$ cat config.mk
export PLATFORM = sky130hd
export DESIGN_NAME = sprite_mapper
export DESIGN_NICKNAME = d
export VERILOG_FILES = /design/src/rtl/sprite_mapper.sv
export SDC_FILE = /design/constraint.sdc
export NUM_CORES = 1
export LEC_CHECK = 0
export CAP_MARGIN = 20
export CORE_MARGIN = 1.5
export CORE_UTILIZATION = 50
export CTS_CLUSTER_DIAMETER = 60
export CTS_CLUSTER_SIZE = 30
export DETAILED_ROUTE_END_ITERATION = 8
export PLACE_DENSITY = 0.68
export SYNTH_ARGS = -nofsm -noshare
export SYNTH_HDL_FRONTEND = slang
export SYNTH_SLANG_ARGS = --single-unit
$ cat constraint.sdc
create_clock -name Clk -period 5.55 [get_ports Clk]
set_input_delay 1.3875 -clock Clk [delete_from_list [all_inputs] [get_ports Clk]]
set_output_delay 1.3875 -clock Clk [all_outputs]
set_load 0.01 [all_outputs]
$ cat src/rtl/sprite_mapper.sv
`default_nettype none
// ============================================================================
// Module      : sprite_mapper
// Description : Multi-sprite pixel colouriser for the VGA path. Holds
//               NUM_SPRITES glyph sprites taken from the font ROM. Sprite
//               attributes are double-buffered: writes go to a shadow bank,
//               which is copied to the active bank on frame_start. During
//               hblank a small FSM prefetches one ROM row per sprite into
//               line registers. During active video a registered,
//               priority-resolved RGB value is produced for each DrawX.
// Ports       : Clk, Reset_n            - pixel clock, async active-low reset
//               frame_start             - shadow -> active copy strobe
//               wr_*                    - shadow register write port
//               line_start, line_y      - start a row prefetch for line_y
//               rom_addr, rom_data      - synchronous font ROM interface
//               pixel_valid, DrawX      - current pixel
//               Red/Green/Blue, hit,
//               hit_idx                 - registered pixel result
//               fetch_busy              - prefetch in progress
// Revision    : 1.0 - initial release
// ============================================================================
module sprite_mapper #(
    parameter int          NUM_SPRITES = 4,
    parameter int          COORD_W     = 10,
    parameter logic [23:0] BG_COLOR    = 24'hFFFFFF,
    localparam int         IDX_W       = (NUM_SPRITES > 1) ? $clog2(NUM_SPRITES) : 1
) (
    input  logic               Clk,
    input  logic               Reset_n,
    input  logic               frame_start,
    input  logic               wr_en,
    input  logic [IDX_W-1:0]   wr_idx,
    input  logic [COORD_W-1:0] wr_x,
    input  logic [COORD_W-1:0] wr_y,
    input  logic [6:0]         wr_glyph,
    input  logic [23:0]        wr_color,
    input  logic               wr_scale,
    input  logic               wr_enable,
    input  logic               line_start,
    input  logic [COORD_W-1:0] line_y,
    output logic [10:0]        rom_addr,
    input  logic [7:0]         rom_data,
    input  logic               pixel_valid,
    input  logic [COORD_W-1:0] DrawX,
    output logic [7:0]         Red,
    output logic [7:0]         Green,
    output logic [7:0]         Blue,
    output logic               hit,
    output logic [IDX_W-1:0]   hit_idx,
    output logic               fetch_busy
);

    typedef enum logic [1:0] {
        S_IDLE  = 2'd0,
        S_ISSUE = 2'd1,
        S_DRAIN = 2'd2
    } state_t;

    // Shadow and active attribute banks
    logic [COORD_W-1:0] r_sh_x     [NUM_SPRITES];
    logic [COORD_W-1:0] r_sh_y     [NUM_SPRITES];
    logic [6:0]         r_sh_glyph [NUM_SPRITES];
    logic [23:0]        r_sh_color [NUM_SPRITES];
    logic               r_sh_scale [NUM_SPRITES];
    logic               r_sh_en    [NUM_SPRITES];
    logic [COORD_W-1:0] r_act_x     [NUM_SPRITES];
    logic [COORD_W-1:0] r_act_y     [NUM_SPRITES];
    logic [6:0]         r_act_glyph [NUM_SPRITES];
    logic [23:0]        r_act_color [NUM_SPRITES];
    logic               r_act_scale [NUM_SPRITES];
    logic               r_act_en    [NUM_SPRITES];
    logic [7:0]         r_row       [NUM_SPRITES];

    logic [NUM_SPRITES-1:0] w_sel;

    always_comb begin
        for (int k = 0; k < NUM_SPRITES; k++) begin
            w_sel[k] = wr_en && (wr_idx == IDX_W'(k));
        end
    end

    // A write coinciding with frame_start is forwarded straight into the
    // active bank so the freshly written value is the one that goes live.
    always_ff @(posedge Clk or negedge Reset_n) begin
        if (!Reset_n) begin
            for (int k = 0; k < NUM_SPRITES; k++) begin
                r_sh_x[k]      <= '0;
                r_sh_y[k]      <= '0;
                r_sh_glyph[k]  <= '0;
                r_sh_color[k]  <= '0;
                r_sh_scale[k]  <= 1'b0;
                r_sh_en[k]     <= 1'b0;
                r_act_x[k]     <= '0;
                r_act_y[k]     <= '0;
                r_act_glyph[k] <= '0;
                r_act_color[k] <= '0;
                r_act_scale[k] <= 1'b0;
                r_act_en[k]    <= 1'b0;
            end
        end else begin
            for (int k = 0; k < NUM_SPRITES; k++) begin
                if (w_sel[k]) begin
                    r_sh_x[k]     <= wr_x;
                    r_sh_y[k]     <= wr_y;
                    r_sh_glyph[k] <= wr_glyph;
                    r_sh_color[k] <= wr_color;
                    r_sh_scale[k] <= wr_scale;
                    r_sh_en[k]    <= wr_enable;
                end
                if (frame_start) begin
                    r_act_x[k]     <= w_sel[k] ? wr_x      : r_sh_x[k];
                    r_act_y[k]     <= w_sel[k] ? wr_y      : r_sh_y[k];
                    r_act_glyph[k] <= w_sel[k] ? wr_glyph  : r_sh_glyph[k];
                    r_act_color[k] <= w_sel[k] ? wr_color  : r_sh_color[k];
                    r_act_scale[k] <= w_sel[k] ? wr_scale  : r_sh_scale[k];
                    r_act_en[k]    <= w_sel[k] ? wr_enable : r_sh_en[k];
                end
            end
        end
    end

    // ------------------------------------------------------------------
    // Row prefetch
    // ------------------------------------------------------------------
    state_t             r_state;
    logic [IDX_W-1:0]   r_issue_idx;
    logic [COORD_W-1:0] r_line_y;
    logic               r_cap_valid;
    logic [IDX_W-1:0]   r_cap_idx;
    logic               r_cap_zero;

    logic [COORD_W:0]   w_dy;
    logic [3:0]         w_row_sel;
    logic               w_on_line;

    // Vertical test for the slot being issued; the extra MSB of w_dy is
    // the sign, so lines above the sprite are rejected.
    always_comb begin
        w_dy      = {1'b0, r_line_y} - {1'b0, r_act_y[r_issue_idx]};
        w_row_sel = r_act_scale[r_issue_idx] ? w_dy[4:1] : w_dy[3:0];
        w_on_line = r_act_en[r_issue_idx] && !w_dy[COORD_W] &&
                    (r_act_scale[r_issue_idx] ? (w_dy[COORD_W-1:5] == '0)
                                              : (w_dy[COORD_W-1:4] == '0));
        rom_addr  = (r_state == S_ISSUE) ? {r_act_glyph[r_issue_idx], w_row_sel} : 11'd0;
    end

    assign fetch_busy = (r_state != S_IDLE);

    // line_start in any state (re)starts the sweep from slot 0.
    always_ff @(posedge Clk or negedge Reset_n) begin
        if (!Reset_n) begin
            r_state     <= S_IDLE;
            r_issue_idx <= '0;
            r_line_y    <= '0;
            r_cap_valid <= 1'b0;
            r_cap_idx   <= '0;
            r_cap_zero  <= 1'b0;
        end else begin
            r_cap_valid <= (r_state == S_ISSUE);
            r_cap_idx   <= r_issue_idx;
            r_cap_zero  <= !w_on_line;
            if (line_start) begin
                r_state     <= S_ISSUE;
                r_issue_idx <= '0;
                r_line_y    <= line_y;
            end else begin
                case (r_state)
                    S_ISSUE: begin
                        if (r_issue_idx == IDX_W'(NUM_SPRITES - 1)) begin
                            r_state <= S_DRAIN;
                        end else begin
                            r_issue_idx <= r_issue_idx + 1'b1;
                        end
                    end
                    S_DRAIN: r_state <= S_IDLE;
                    default: r_state <= S_IDLE;
                endcase
            end
        end
    end

    // ROM data arrives one cycle after issue; off-line slots store zero.
    always_ff @(posedge Clk or negedge Reset_n) begin
        if (!Reset_n) begin
            for (int k = 0; k < NUM_SPRITES; k++) begin
                r_row[k] <= 8'h00;
            end
        end else if (r_cap_valid) begin
            r_row[r_cap_idx] <= r_cap_zero ? 8'h00 : rom_data;
        end
    end

    // ------------------------------------------------------------------
    // Pixel evaluation
    // ------------------------------------------------------------------
    logic [COORD_W:0]       w_dx  [NUM_SPRITES];
    logic [2:0]             w_col [NUM_SPRITES];
    logic [NUM_SPRITES-1:0] w_cov;
    logic                   w_any;
    logic [IDX_W-1:0]       w_win;

    // Unsigned-with-sign-bit subtraction means pixels left of the sprite
    // (including a would-be wrap past 2^COORD_W) are never covered.
    always_comb begin
        w_any = 1'b0;
        w_win = '0;
        for (int k = 0; k < NUM_SPRITES; k++) begin
            w_dx[k]  = {1'b0, DrawX} - {1'b0, r_act_x[k]};
            w_col[k] = r_act_scale[k] ? w_dx[k][3:1] : w_dx[k][2:0];
            w_cov[k] = r_act_en[k] && !w_dx[k][COORD_W] &&
                       (r_act_scale[k] ? (w_dx[k][COORD_W-1:4] == '0)
                                       : (w_dx[k][COORD_W-1:3] == '0)) &&
                       r_row[k][3'd7 - w_col[k]];
        end
        // Scan downwards so the lowest covering index is the last one kept.
        for (int k = NUM_SPRITES - 1; k >= 0; k--) begin
            if (w_cov[k]) begin
                w_any = 1'b1;
                w_win = IDX_W'(k);
            end
        end
    end

    always_ff @(posedge Clk or negedge Reset_n) begin
        if (!Reset_n) begin
            {Red, Green, Blue} <= 24'h000000;
            hit                <= 1'b0;
            hit_idx            <= '0;
        end else if (pixel_valid && w_any) begin
            {Red, Green, Blue} <= r_act_color[w_win];
            hit                <= 1'b1;
            hit_idx            <= w_win;
        end else if (pixel_valid) begin
            {Red, Green, Blue} <= BG_COLOR;
            hit                <= 1'b0;
            hit_idx            <= '0;
        end else begin
            {Red, Green, Blue} <= 24'h000000;
            hit                <= 1'b0;
            hit_idx            <= '0;
        end
    end

endmodule
`default_nettype wire

==> impl_metrics.csv <==
group,metric,value,unit
detailed_routing,firstDrtPassIters,5,
worst_setup_path,worst-path-max-fanout,9,
run,maxCapViolCount,0,
clock_tree,cts_hold_buf,0,
detailed_routing,route.met2.wl,23.7,mm
global_routing,grt_pass1_wl,80.3,mm
final_layout,syn_to_final_growth,14.2,%
detailed_routing,met3_length,1.92,mm
timing,fin_hold_ws,492,ps
worst_setup_path,crit_family,"flip-flops",
synthesis,synth_ff_type,"dfrtp_1",
floorplanning,die_h,216,um
hold_path,hp-start,"r_sh_color[35]",
timing,setup_viol,0,
timing,tns,0,ps
timing,max_clock_freq,0.197,GHz
detailed_routing,wl_met1,22.6,mm
placement,port_buffers,127,
power_and_ir_drop,leakagePower,11.2,nW
timing,fin_ws,469,ps
clock_tree,cts_resized,0,
clock_tree,cts_made_buffers,36,
synthesis,syn_nets,1872,
synthesis,yosysSeqAreaShare,55.4,%
detailed_routing,drt_iter0_drc,891,
synthesis,synth_edf_count,0,
global_routing,grt-ovfl-total,0,
synthesis,synth-warning-count,0,
synthesis,avgSynthCellArea,13.1,sq um
clock_tree,h-tree-depth,2,
final_layout,drive_above_1_share,28.5,%
global_routing,antenna_found_initial,4,
clock_tree,clock_latency,580,ps
worst_setup_path,slowest_delay,730,ps
timing,maxSlewViolCount,0,
timing,finalCritPeriodShare,91.5,%
worst_setup_path,path_cells,"mux4_2, ha_1, inv_1, fa_1, a21o_1, a21oi_1, xnor2_1, mux2i_1, nor2_1, clkdlybuf4s50_1",
detailed_routing,routed_via_density,5.64,
clock_tree,cts_tree,"built",
power_and_ir_drop,ir_worst_vdd,0.000285,V
clock_tree,clock-root-buffer,"clkbuf_16",
global_routing,grt_usage,21.9,%
detailed_routing,ant_nets,0,
worst_setup_path,startpoint,"r_issue_idx[0]",
synthesis,synth-seq-cells,501,
worst_setup_path,path_buf_inv,2,
placement,dp_slack,174,ps
hold_path,hp-class,"register to register",
worst_setup_path,cp_slowest_cell,"dfrtp_1",
outcome,outcome,"finished, final reports clean",
worst_setup_path,startpoint_type,"register",
detailed_routing,drt_wl_total,49.4,mm
clock_tree,clk_path_buf_depth,3,
global_routing,grt_pass1_vias,14400,
synthesis,syn_inst,1727,
floorplanning,chipWidth,216,um
worst_setup_path,cp_data_arrival_time,3690,ps
worst_setup_path,r2r-start,"r_act_x[10]",
timing,min_period,5080,ps
detailed_routing,drc,0,
placement,hpwl,32.1,mm
timing,clock_skew,27.3,ps
power_and_ir_drop,powerDensity,400,nW/um^2
global_routing,grt_max_degree,127,
detailed_routing,num_vias,13900,
clock_tree,post_cts_buffers,0,
floorplanning,die_area,46500,sq um
final_layout,final_nets,1982,
synthesis,async_reset_ff_share,100,%
worst_setup_path,path_class,"register to primary output",
clock_tree,path_clk_slew,90,ps
clock_tree,cts_sinks,501,
floorplanning,ioPinCount,128,
timing,rsz0062_at_grt,"false",
worst_setup_path,crit_required,4160,ps
timing,finalHoldViolCount,0,
detailed_routing,routed.top_layer,"met5",
worst_setup_path,crit_path_end_kind,"primary output",
floorplanning,design.core.area,44400,sq um
synthesis,syn-cell-area,22600,sq um
detailed_routing,wire_per_inst,20.1,um
synthesis,synth.distinct_cells,72,
placement,gp_congestion,0.896,
floorplanning,rows,77,
timing,max_slew_margin,30.1,%
final_layout,nFillCells,3561,
floorplanning,initial_core_util,50.9,%
timing,worstMarginPinSlew,1050,ps
metal layers:
metal / global-route usage [%] / vias up
li1: - / 6456
met1: 30.2 / 7126
met2: 35.7 / 226
met3: 3.50 / 66
met4: 6.76 / 2
met5: 0 / -
synthesized netlist by cell type, types with 13 or more instances:
master     count  area [sq um]
dfrtp_1      501         12500
mux2_2       391          4400
nand2b_1      17           106
nand4_1       21           131
mux4_2        30           676
a31oi_1       30           188
nand2_1       99           372
nor2_1        58           218
ha_1          51           638
inv_1         75           282
a211oi_1      13          97.6
o21ai_0      100           500
clkbuf_1      63           236
a21o_1        17           128
mux2i_1       37           370
nor2b_1       23           144
o2bb2ai_1     17           149
a21oi_1       28           140
cell type report:
class / instances / area [sq um] / share of cell area [%]
inverters: 75 / 282 / 1.09
diodes: 4 / 10.0 / 0.0388
clock buffers: 41 / 941 / 3.64
clock inverters: 23 / 302 / 1.17
multi-input cells: 1067 / 9440 / 36.6
repair buffers: 156 / 1570 / 6.09
flip-flops and latches: 501 / 12500 / 48.5
well taps: 592 / 741 / 2.87
final timing paths:
path,endpoint,cells past startpoint,slack (ps)
max,rom_addr[3],10,470
max reg2reg,Green[5],12,1900
min in group asynchronous,r_sh_x[14],1,930
max in group asynchronous,r_sh_color[82],2,3420
min,r_sh_color[35],1,490
min reg2reg,r_sh_color[35],1,490
cell usage in the layout (no fill, tap or decap), types with 30 or more instances in the layout:
master           count
a31oi_1             30
clkbuf_16           37
clkdlybuf4s50_1    125
dfrtp_1            501
ha_1                51
inv_1               75
mux2_2             391
mux2i_1             37
mux4_2              30
nand2_1             99
nor2_1              58
o21ai_0            100
report_power, final:
part           leakage [nW]  internal, mW  total (mW)  switching, mW
registers              6.02          4.37        4.72          0.348
logic                  4.62          1.45        2.82           1.37
clock network         0.607          1.39        2.80           1.41
total                  11.2          7.21        10.3           3.13
cells by family (layout without fill, tap and decap cells):
kind of cell               Yosys count  after routing  share of synthesized area, %
adders and majority gates           56             56                          3.26
muxes                              458            458                          24.1
buffers and inverters              159            295                          2.88
AOI/OAI and AO/OA                  262            262                          7.40
DFF                                501            501                          55.4
other                                0              4                             0
xor gates and xnor gates            15             15                         0.614
and+or+nand+nor                    276            276                          6.31
metrics by stage:
step                      util, %  cells  area [sq um]  total power, mW
final                        58.2   2459         25800             10.3
after global routing         58.1   2456         25800             10.9
after CTS                    58.1   2455         25800             10.4
after detailed placement     55.3   2391         24600             7.61
after global placement       55.3   2391         24600             7.50
after floorplan                 -   1727         22600             6.64
flip-flops by register name (all words and copies together), names as in the netlist, 10 cells and up:
signal,flops
r_line_y,10
r_act_color,96
r_sh_x,40
r_act_y,40
r_act_x,40
r_act_glyph,28
r_sh_glyph,28
r_row,32
r_sh_color,96
r_sh_y,40
(Power assumes the default switching activity.)
